### config.mk
export PLATFORM = sky130hd
export DESIGN_NAME = pc_fetch_ctrl
export DESIGN_NICKNAME = d
export VERILOG_FILES = /design/src/rtl/core_pkg.sv /design/src/rtl/pc_fetch_ctrl_next_pc_sel.sv /design/src/rtl/pc_fetch_ctrl.sv
export SDC_FILE = /design/constraint.sdc
export NUM_CORES = 1
export LEC_CHECK = 0
export BUFFER_PORTS_ARGS = -buffer_cell sky130_fd_sc_hd__buf_2
export CORE_UTILIZATION = 30
export DETAILED_ROUTE_END_ITERATION = 7
export GPL_ROUTABILITY_DRIVEN = 0
export RECOVER_POWER = 25
export SLEW_MARGIN = 0
export SYNTH_ARGS = -nofsm -noshare
export SYNTH_HDL_FRONTEND = slang
export SYNTH_SLANG_ARGS = --single-unit
### constraint.sdc
create_clock -name clk -period 2.5 [get_ports clk]
set_input_delay 0.25 -clock clk [delete_from_list [all_inputs] [get_ports clk]]
set_output_delay 0.25 -clock clk [all_outputs]
set_load 0.02 [all_outputs]
### src/rtl/core_pkg.sv
// Shared definitions for the 3-stage core: data width, the canonical NOP
// encoding used for pipeline bubbles, and the fetch controller state type.
// Honours RV_C_EXT_EN indirectly through the modules that import it.
package core_pkg;

  localparam int XLEN = 32;

  // addi x0, x0, 0 -- what a squashed IF/EX slot holds
  localparam logic [XLEN-1:0] NOP_INST = 32'h0000_0013;

  typedef enum logic [1:0] {
    BOOT = 2'd0,
    RUN  = 2'd1,
    KILL = 2'd2
  } fetch_state_e;

endpackage

### src/rtl/pc_fetch_ctrl_next_pc_sel.sv
// Next-PC priority mux and branch-target alignment check for pc_fetch_ctrl.
// Purely combinational. RV_C_EXT_EN relaxes target alignment to halfwords,
// which means a branch target can never be misaligned.
module next_pc_sel
  import core_pkg::*;
(
  input  logic [XLEN-1:0] pc,
  input  logic [XLEN-1:0] if_size,
  input  logic            stall,
  input  logic            boot,
  input  logic            valid_ex,
  input  logic            trap,
  input  logic [XLEN-1:0] trap_vec,
  input  logic            mret,
  input  logic [XLEN-1:0] mepc,
  input  logic            br_taken,
  input  logic [XLEN-1:0] br_target,
  output logic [XLEN-1:0] next_pc,
  output logic            redirect,
  output logic            misalign
);

  localparam logic [XLEN-1:0] CLR_BIT0 = ~{{(XLEN-1){1'b0}}, 1'b1};

  logic mret_take;
  logic br_req;
  logic br_bad;
  logic br_take;

  // Qualify EX-stage requests: a stalled EX instruction is re-evaluated later
  always_comb begin
    mret_take = mret && valid_ex && !stall;
    br_req    = br_taken && valid_ex && !stall;
`ifdef RV_C_EXT_EN
    br_bad    = 1'b0;
`else
    br_bad    = br_target[1];
`endif
    br_take   = br_req && !br_bad;
    redirect  = trap || mret_take || br_take;
    misalign  = br_req && br_bad && !trap && !mret_take;
  end

  // Priority select: trap, mret, branch, hold, sequential
  always_comb begin
    next_pc = pc + if_size;
    if (trap) begin
      next_pc = trap_vec & CLR_BIT0;
    end else if (mret_take) begin
      next_pc = mepc & CLR_BIT0;
    end else if (br_take) begin
      next_pc = br_target & CLR_BIT0;
    end else if (stall || boot) begin
      next_pc = pc;
    end
  end

endmodule

### src/rtl/pc_fetch_ctrl.sv
// Program counter and IF/EX pipeline register for the 3-stage core.
// Owns the PC, squashes the IF/EX slot on every redirect, and spends one
// BOOT cycle after reset before the first capture.
// Optional feature macro: RV_C_EXT_EN (compressed 16-bit instructions).
module pc_fetch_ctrl
  import core_pkg::*;
#(
  parameter logic [XLEN-1:0] RESET_PC = 32'h0000_0000
) (
  input  logic            clk,
  input  logic            rst_n,
  input  logic            stall_i,
  input  logic            br_taken_c,
  input  logic [XLEN-1:0] br_target_i,
  input  logic            trap_i,
  input  logic [XLEN-1:0] trap_vec_i,
  input  logic            mret_i,
  input  logic [XLEN-1:0] mepc_i,
  input  logic [XLEN-1:0] inst_i,
  output logic [XLEN-1:0] pc_o,
  output logic [XLEN-1:0] pc_ex_o,
  output logic [XLEN-1:0] inst_ex_o,
  output logic            valid_ex_o,
  output logic [XLEN-1:0] link_ex_o,
  output logic            redirect_o,
  output logic            misalign_o
);

  fetch_state_e    state;
  logic [XLEN-1:0] pc_q;
  logic [XLEN-1:0] pc_ex_q;
  logic [XLEN-1:0] inst_ex_q;
  logic            valid_ex_q;
  logic [2:0]      size_ex_q;
  logic            misalign_q;

  logic [XLEN-1:0] if_size;
  logic [XLEN-1:0] next_pc;
  logic            redirect;
  logic            misalign;
  logic            boot;

  assign boot = (state == BOOT);

  // Size of the instruction currently being fetched
  always_comb begin
`ifdef RV_C_EXT_EN
    if_size = (inst_i[1:0] != 2'b11) ? XLEN'(2) : XLEN'(4);
`else
    if_size = XLEN'(4);
`endif
  end

  next_pc_sel u_next_pc_sel (
    .pc        (pc_q),
    .if_size   (if_size),
    .stall     (stall_i),
    .boot      (boot),
    .valid_ex  (valid_ex_q),
    .trap      (trap_i),
    .trap_vec  (trap_vec_i),
    .mret      (mret_i),
    .mepc      (mepc_i),
    .br_taken  (br_taken_c),
    .br_target (br_target_i),
    .next_pc   (next_pc),
    .redirect  (redirect),
    .misalign  (misalign)
  );

  // PC, fetch FSM and IF/EX register: bubble on redirect, hold on stall/boot
  always_ff @(posedge clk or negedge rst_n) begin
    if (!rst_n) begin
      state      <= BOOT;
      pc_q       <= RESET_PC;
      pc_ex_q    <= '0;
      inst_ex_q  <= NOP_INST;
      valid_ex_q <= 1'b0;
      size_ex_q  <= 3'd4;
      misalign_q <= 1'b0;
    end else begin
      pc_q       <= next_pc;
      misalign_q <= misalign;
      if (redirect) begin
        state      <= KILL;
        inst_ex_q  <= NOP_INST;
        valid_ex_q <= 1'b0;
        size_ex_q  <= 3'd4;
      end else if (boot) begin
        state <= RUN;
      end else if (!stall_i) begin
        state      <= RUN;
        pc_ex_q    <= pc_q;
        inst_ex_q  <= inst_i;
        valid_ex_q <= 1'b1;
        size_ex_q  <= if_size[2:0];
      end
    end
  end

  assign pc_o       = pc_q;
  assign pc_ex_o    = pc_ex_q;
  assign inst_ex_o  = inst_ex_q;
  assign valid_ex_o = valid_ex_q;
  assign link_ex_o  = pc_ex_q + XLEN'(size_ex_q);
  assign redirect_o = redirect;
  assign misalign_o = misalign_q;

endmodule
==> reports/qor.txt, run 1 <==
Root Buffer: clkbuf_16
Synth Instances: 656
WHS Path Cells: 3
maxcap violations: 0
worst-skew pair later-pin latency: 0.35 ns
synth unique cells: 74
core footprint: 19,600 um2
Power, Total: 5.98 mW
CTS H-tree lvls: 3
GRT Overall Usage: 0.208
Initial Utilization: 0.308
syn avg cell area: 9.20 um2
Reg2Reg Setup Slack: 0.29 ns
Overflow after GRT: 0
FF-to-FF path depth: 7
Synth-to-Final Area Change: 31.8%
Slew Limit Fails: 0
die span in x: 144 um
via count: 5,999
most frequent cell after synthesis: nand2_1
kind of critical path: reg2out
Final Instance Area: 7960 um2
DRT Pass-1 Iters: 5
Yosys warning count: 0
worst hold path type: in2reg
post-synthesis sequential area ratio: 0.407
ratio of cells with drive above 1 in the final layout: 0.364
placed cell areas: 7650 um2
Finished Core Util: 0.406
number of clock sinks: 98
initial antenna violation count: 3
Startpoint Class: flip-flop
Port Buffer Count: 258
global-route wire length before repair: 32.1 mm
Post-route DRC: 0
crit path max fanout: 6
unrepaired setup endpoints after global routing: false
Via-to-Cell Ratio: 5.05
Final setup viols: 0
Mapped Area: 6040 um2
worst clock skew: 0.00734 ns
die area: 20,700 um2
Arr. time, crit path: 2.12 ns
TritonCTS clock tree: yes
Final ANT Viol Nets: 0
wire per inst: 18.2 um
synth top area cells: dfrtp_1, mux2_4, nand2_1
Iter 0 DRT Violations: 397
PD cells: 752 nW/um2
largest area contributor in the netlist: dfrtp_1
Seq cells post-synth: 98
relative slew slack: 0.212
chip height: 144 um
count of final hold-check violations: 0
EDFF count, synth: 0
share of the synthesized area in the top cell type: 0.394
Total Routed Length: 21.6 mm
nets@finish: 1,051
crit share post-route: 0.949
Cell Rows: 51
Clock Tree Buf Depth: 2
largest net degree at the start of global routing: 46
min Tclk post-route: 2.37 ns
IO Pins: 265
Peak VDD IR: 295 uV
Crit path required time: 2.25 ns
Total Neg Setup Slack: 0 ns
most instantiated cells after synthesis: nand2_1, dfrtp_1, a21oi_1, nor2_1, o21ai_0
Leak: 3.54 nW
Final HPWL DP: 16.4 mm
vias in the first global route: 5,517
total CTS buffers: 9
Worst-Margin Slew: 1.18 ns
Worst setup EP type: output pin
fillers: 2,010
status: complete, no violations
dominant synthesized flop cell: dfrtp_1
Peak Freq: 0.422 GHz
Post-synth ARST share: 1.00
clock-pin slew on the worst setup and hold paths: 0.07 ns
power by group:
part | leakage [nW] | switching, mW | internal (mW)
sequential | 1.16 | 0.422 | 1.87
combinational | 2.24 | 1.37 | 0.949
clock | 0.134 | 0.643 | 0.732
total | 3.54 | 2.43 | 3.55
placed cells by master (no fill, tap or decap), types with 8 or more instances in the layout:
master and count:
a21oi_1 44, a31oi_1 10, and3_1 10, buf_2 226
buf_4 30, clkbuf_1 31, clkbuf_16 9, dfrtp_1 91
inv_1 8, mux2_4 30, nand2_1 111, nand3_1 28
nand4_1 15, nor2_1 41, nor3_1 18, o21ai_0 35
o2bb2ai_1 9, or3_1 10, xnor2_1 20, xor2_1 11
kinds of logic after synthesis:
group / synth area share
simple gates: 0.233
compound gates: 0.183
xor+xnor: 0.0450
flops: 0.407
mux: 0.0765
fa+ha+maj: 0.00414
other cells: 0.000621
buf+inv: 0.0510
stage by stage:
step | instances | setup slack [ns] | hold slack, ns
finish | 1187 | 0.128 | 0.113
global route | 1187 | 0.00458 | 0.117
CTS | 1182 | 0.00605 | 0.0982
detailed placement | 1164 | 0.335 | 0.315
global placement | 1164 | 0.361 | 0.311
floorplan | 658 | 0.267 | -0.0456
worst paths after layout:
kind / start / end
max in group asynchronous: rst_n / pc_ex_o[2]
worst max register to register: pc_o[3] / pc_o[16]
worst min-delay path: inst_i[4] / inst_ex_o[4]
worst min register to register: inst_ex_o[4] / inst_ex_o[4]
min in group asynchronous: rst_n / inst_ex_o[15]
worst max-delay path: pc_ex_o[6] / link_ex_o[19]
flip-flops by register name (all words and copies together), names as in the netlist:
register    count
inst_ex_o      32
misalign_o      1
pc_ex_o        31
pc_o           31
state           2
valid_ex_o      1
final cells by class:
| class | instances | area, um2 | share of cell area |
|---|---|---|---|
| tap | 265 | 332 | 0.0416 |
| inverter | 9 | 36.3 | 0.00456 |
| clock inverter | 5 | 36.3 | 0.00456 |
| sequential | 98 | 2460 | 0.309 |
| timing repair buffer | 292 | 1520 | 0.191 |
| clock buffer | 11 | 253 | 0.0317 |
| antenna | 2 | 5.00 | 0.000629 |
| multi-input combinational | 505 | 3310 | 0.416 |
repair_timing:
item                                    4_1_cts  5_1_grt
buffers inserted                              1        3
pin swaps                                     1        2
hold endpoints to repair                     39        0
endpoints found under the setup margin        1       10
hold buffers                                  1        0
resized for setup                             0       11
routing by layer:
layer | GRT usage | share of wire
met1 | 0.280 | 0.44
met2 | 0.338 | 0.49
met3 | 0.0283 | 0.050
met4 | 0.0733 | 0.016
met5 | 0 | 0.00037
critical path, stage by stage, from the launching register on:
cell and delay (ns):
dfrtp_1 0.48, nand4_1 0.28, or3_1 0.49, nor3_1 0.21, xnor2_1 0.14, buf_2 0.18
No activity file was read; power rests on OpenSTA's default activity.
==> run 2, diff against run 1 <==
--- a/config.mk
+++ b/config.mk
@@ -9,7 +9,6 @@
 export CORE_UTILIZATION = 30
 export DETAILED_ROUTE_END_ITERATION = 7
 export GPL_ROUTABILITY_DRIVEN = 0
-export RECOVER_POWER = 25
 export SLEW_MARGIN = 0
 export SYNTH_ARGS = -nofsm -noshare
 export SYNTH_HDL_FRONTEND = slang
==> reports/qor.txt, run 2 (synthesis results as in run 1) <==
DRT Pass-1 Iters: 5
Port Buffer Count: 258
Total Routed Length: 21.6 mm
max FFs per register: 32
die span in x: 144 um
WHS Path Cells: 3
Worst-Margin Slew: 0.651 ns
Overflow after GRT: 0
Via-to-Cell Ratio: 5.06
worst-skew pair later-pin latency: 0.35 ns
Peak Freq: 0.422 GHz
chip height: 144 um
r2r startpoint: pc_o[3]
status: complete, no violations
largest net degree at the start of global routing: 46
global-route wire length before repair: 32.1 mm
Hold Path Sink: inst_ex_o[4]
via count: 6,008
Cell Rows: 51
reg2reg end: pc_o[16]
Arr. time, crit path: 2.12 ns
min Tclk post-route: 2.37 ns
count of final hold-check violations: 0
Startpoint Class: flip-flop
FF-to-FF path depth: 7
kind of critical path: reg2out
Peak VDD IR: 291 uV
clock-pin slew on the worst setup and hold paths: 0.07 ns
TritonCTS clock tree: yes
commonest non-fill, non-tap cell in the layout: buf_2
Worst setup EP type: output pin
CTS H-tree lvls: 3
IO Pins: 265
relative slew slack: 0.562
Synth-to-Final Area Change: 32.8%
Final setup viols: 0
Root Buffer: clkbuf_16
number of clock sinks: 98
Iter 0 DRT Violations: 368
Slew Limit Fails: 0
most frequent cells in the layout: buf_2, nand2_1, dfrtp_1
Crit path required time: 2.25 ns
wire per inst: 18.2 um
ratio of cells with drive above 1 in the final layout: 0.398
Post-route DRC: 0
Reg2Reg Setup Slack: 0.28 ns
PD cells: 748 nW/um2
core footprint: 19,600 um2
total CTS buffers: 9
unrepaired setup endpoints after global routing: false
worst clock skew: 0.00689 ns
vias in the first global route: 5,517
Final HPWL DP: 16.4 mm
crit path max fanout: 6
maxcap violations: 0
Total Neg Setup Slack: 0 ns
nets@finish: 1,051
Clock Tree Buf Depth: 2
Final ANT Viol Nets: 0
crit share post-route: 0.948
Leak: 3.67 nW
Hold Crit Start: inst_i[4]
Initial Utilization: 0.308
Power, Total: 6.00 mW
initial antenna violation count: 3
GRT Overall Usage: 0.208
die area: 20,700 um2
worst hold path type: in2reg
==> run 2: cell count changes in the layout (fill, tap and decap cells not counted), sizes merged <==
cell,change
buf,+33
clkbuf,-33
==> run 2: layout make-up <==
| type | count | area (um2) |
|---|---|---|
| Clock buffer | 11 | 253 |
| Timing Repair Buffer | 292 | 1580 |
| Multi-Input combinational cell | 505 | 3310 |
| Clock inverter | 5 | 36.3 |
| Fill cell | 1986 | 11600 |
| Antenna cell | 2 | 5.00 |
| Tap cell | 265 | 332 |
| Sequential cell | 98 | 2460 |
| Inverter | 9 | 36.3 |
==> run 2: worst max path at each step <==
stage / startpoint / end / slack [ns] / cells past startpoint
6_report: pc_ex_o[6] / link_ex_o[19] / 0.13 / 5
3_5_place_dp: pc_ex_o[13] / link_ex_o[31] / 0.33 / 7
4_1_cts: pc_ex_o[10] / link_ex_o[19] / 0.006 / 5
3_3_place_gp: pc_o[3] / pc_o[30] / 0.36 / 6
2_1_floorplan: pc_ex_o[13] / link_ex_o[31] / 0.27 / 5
5_1_grt: pc_ex_o[13] / link_ex_o[31] / 0.005 / 7
==> run 2: report_power, final <==
group          switching, mW  internal [mW]  total, mW
Combinational           1.37          0.964       2.33
Sequential             0.420           1.87       2.29
Clock                  0.645          0.732       1.38
==> run 2: worst max-delay path, stage by stage (launching register included) <==
cell     delay (ns)
dfrtp_1        0.48
nand4_1        0.28
or3_1          0.49
nor3_1         0.21
xnor2_1        0.14
buf_2          0.18
==> run 2: stage by stage <==
| stage | instances | worst slack [ns] | area (um2) | hold WS, ns | util |
|---|---|---|---|---|---|
| CTS | 1182 | 0.00605 | 7960 | 0.0982 | 0.406 |
| global route | 1187 | 0.00458 | 8020 | 0.117 | 0.409 |
| floorplan | 658 | 0.267 | 6050 | -0.0456 | - |
| global placement | 1164 | 0.361 | 7650 | 0.311 | 0.391 |
| detailed placement | 1164 | 0.335 | 7650 | 0.315 | 0.391 |
| finish | 1187 | 0.129 | 8020 | 0.116 | 0.409 |
==> run 2: repair_timing <==
action                                  CTS  global route
hold buffers                              1             0
resized for setup                         0            11
endpoints found under the hold margin    39             0
pin swaps                                 1             2
endpoints found under the setup margin    1            10
buffers inserted                          1             3
==> run 2: layer usage <==
metal	part of all wire	routed length (um)	global-route usage	vias up
li1	-	-	-	2913
met1	0.45	9740	0.280	2861
met2	0.49	10500	0.338	208
met3	0.045	981	0.0283	24
met4	0.018	383	0.0733	2
met5	0.00037	8	0	-
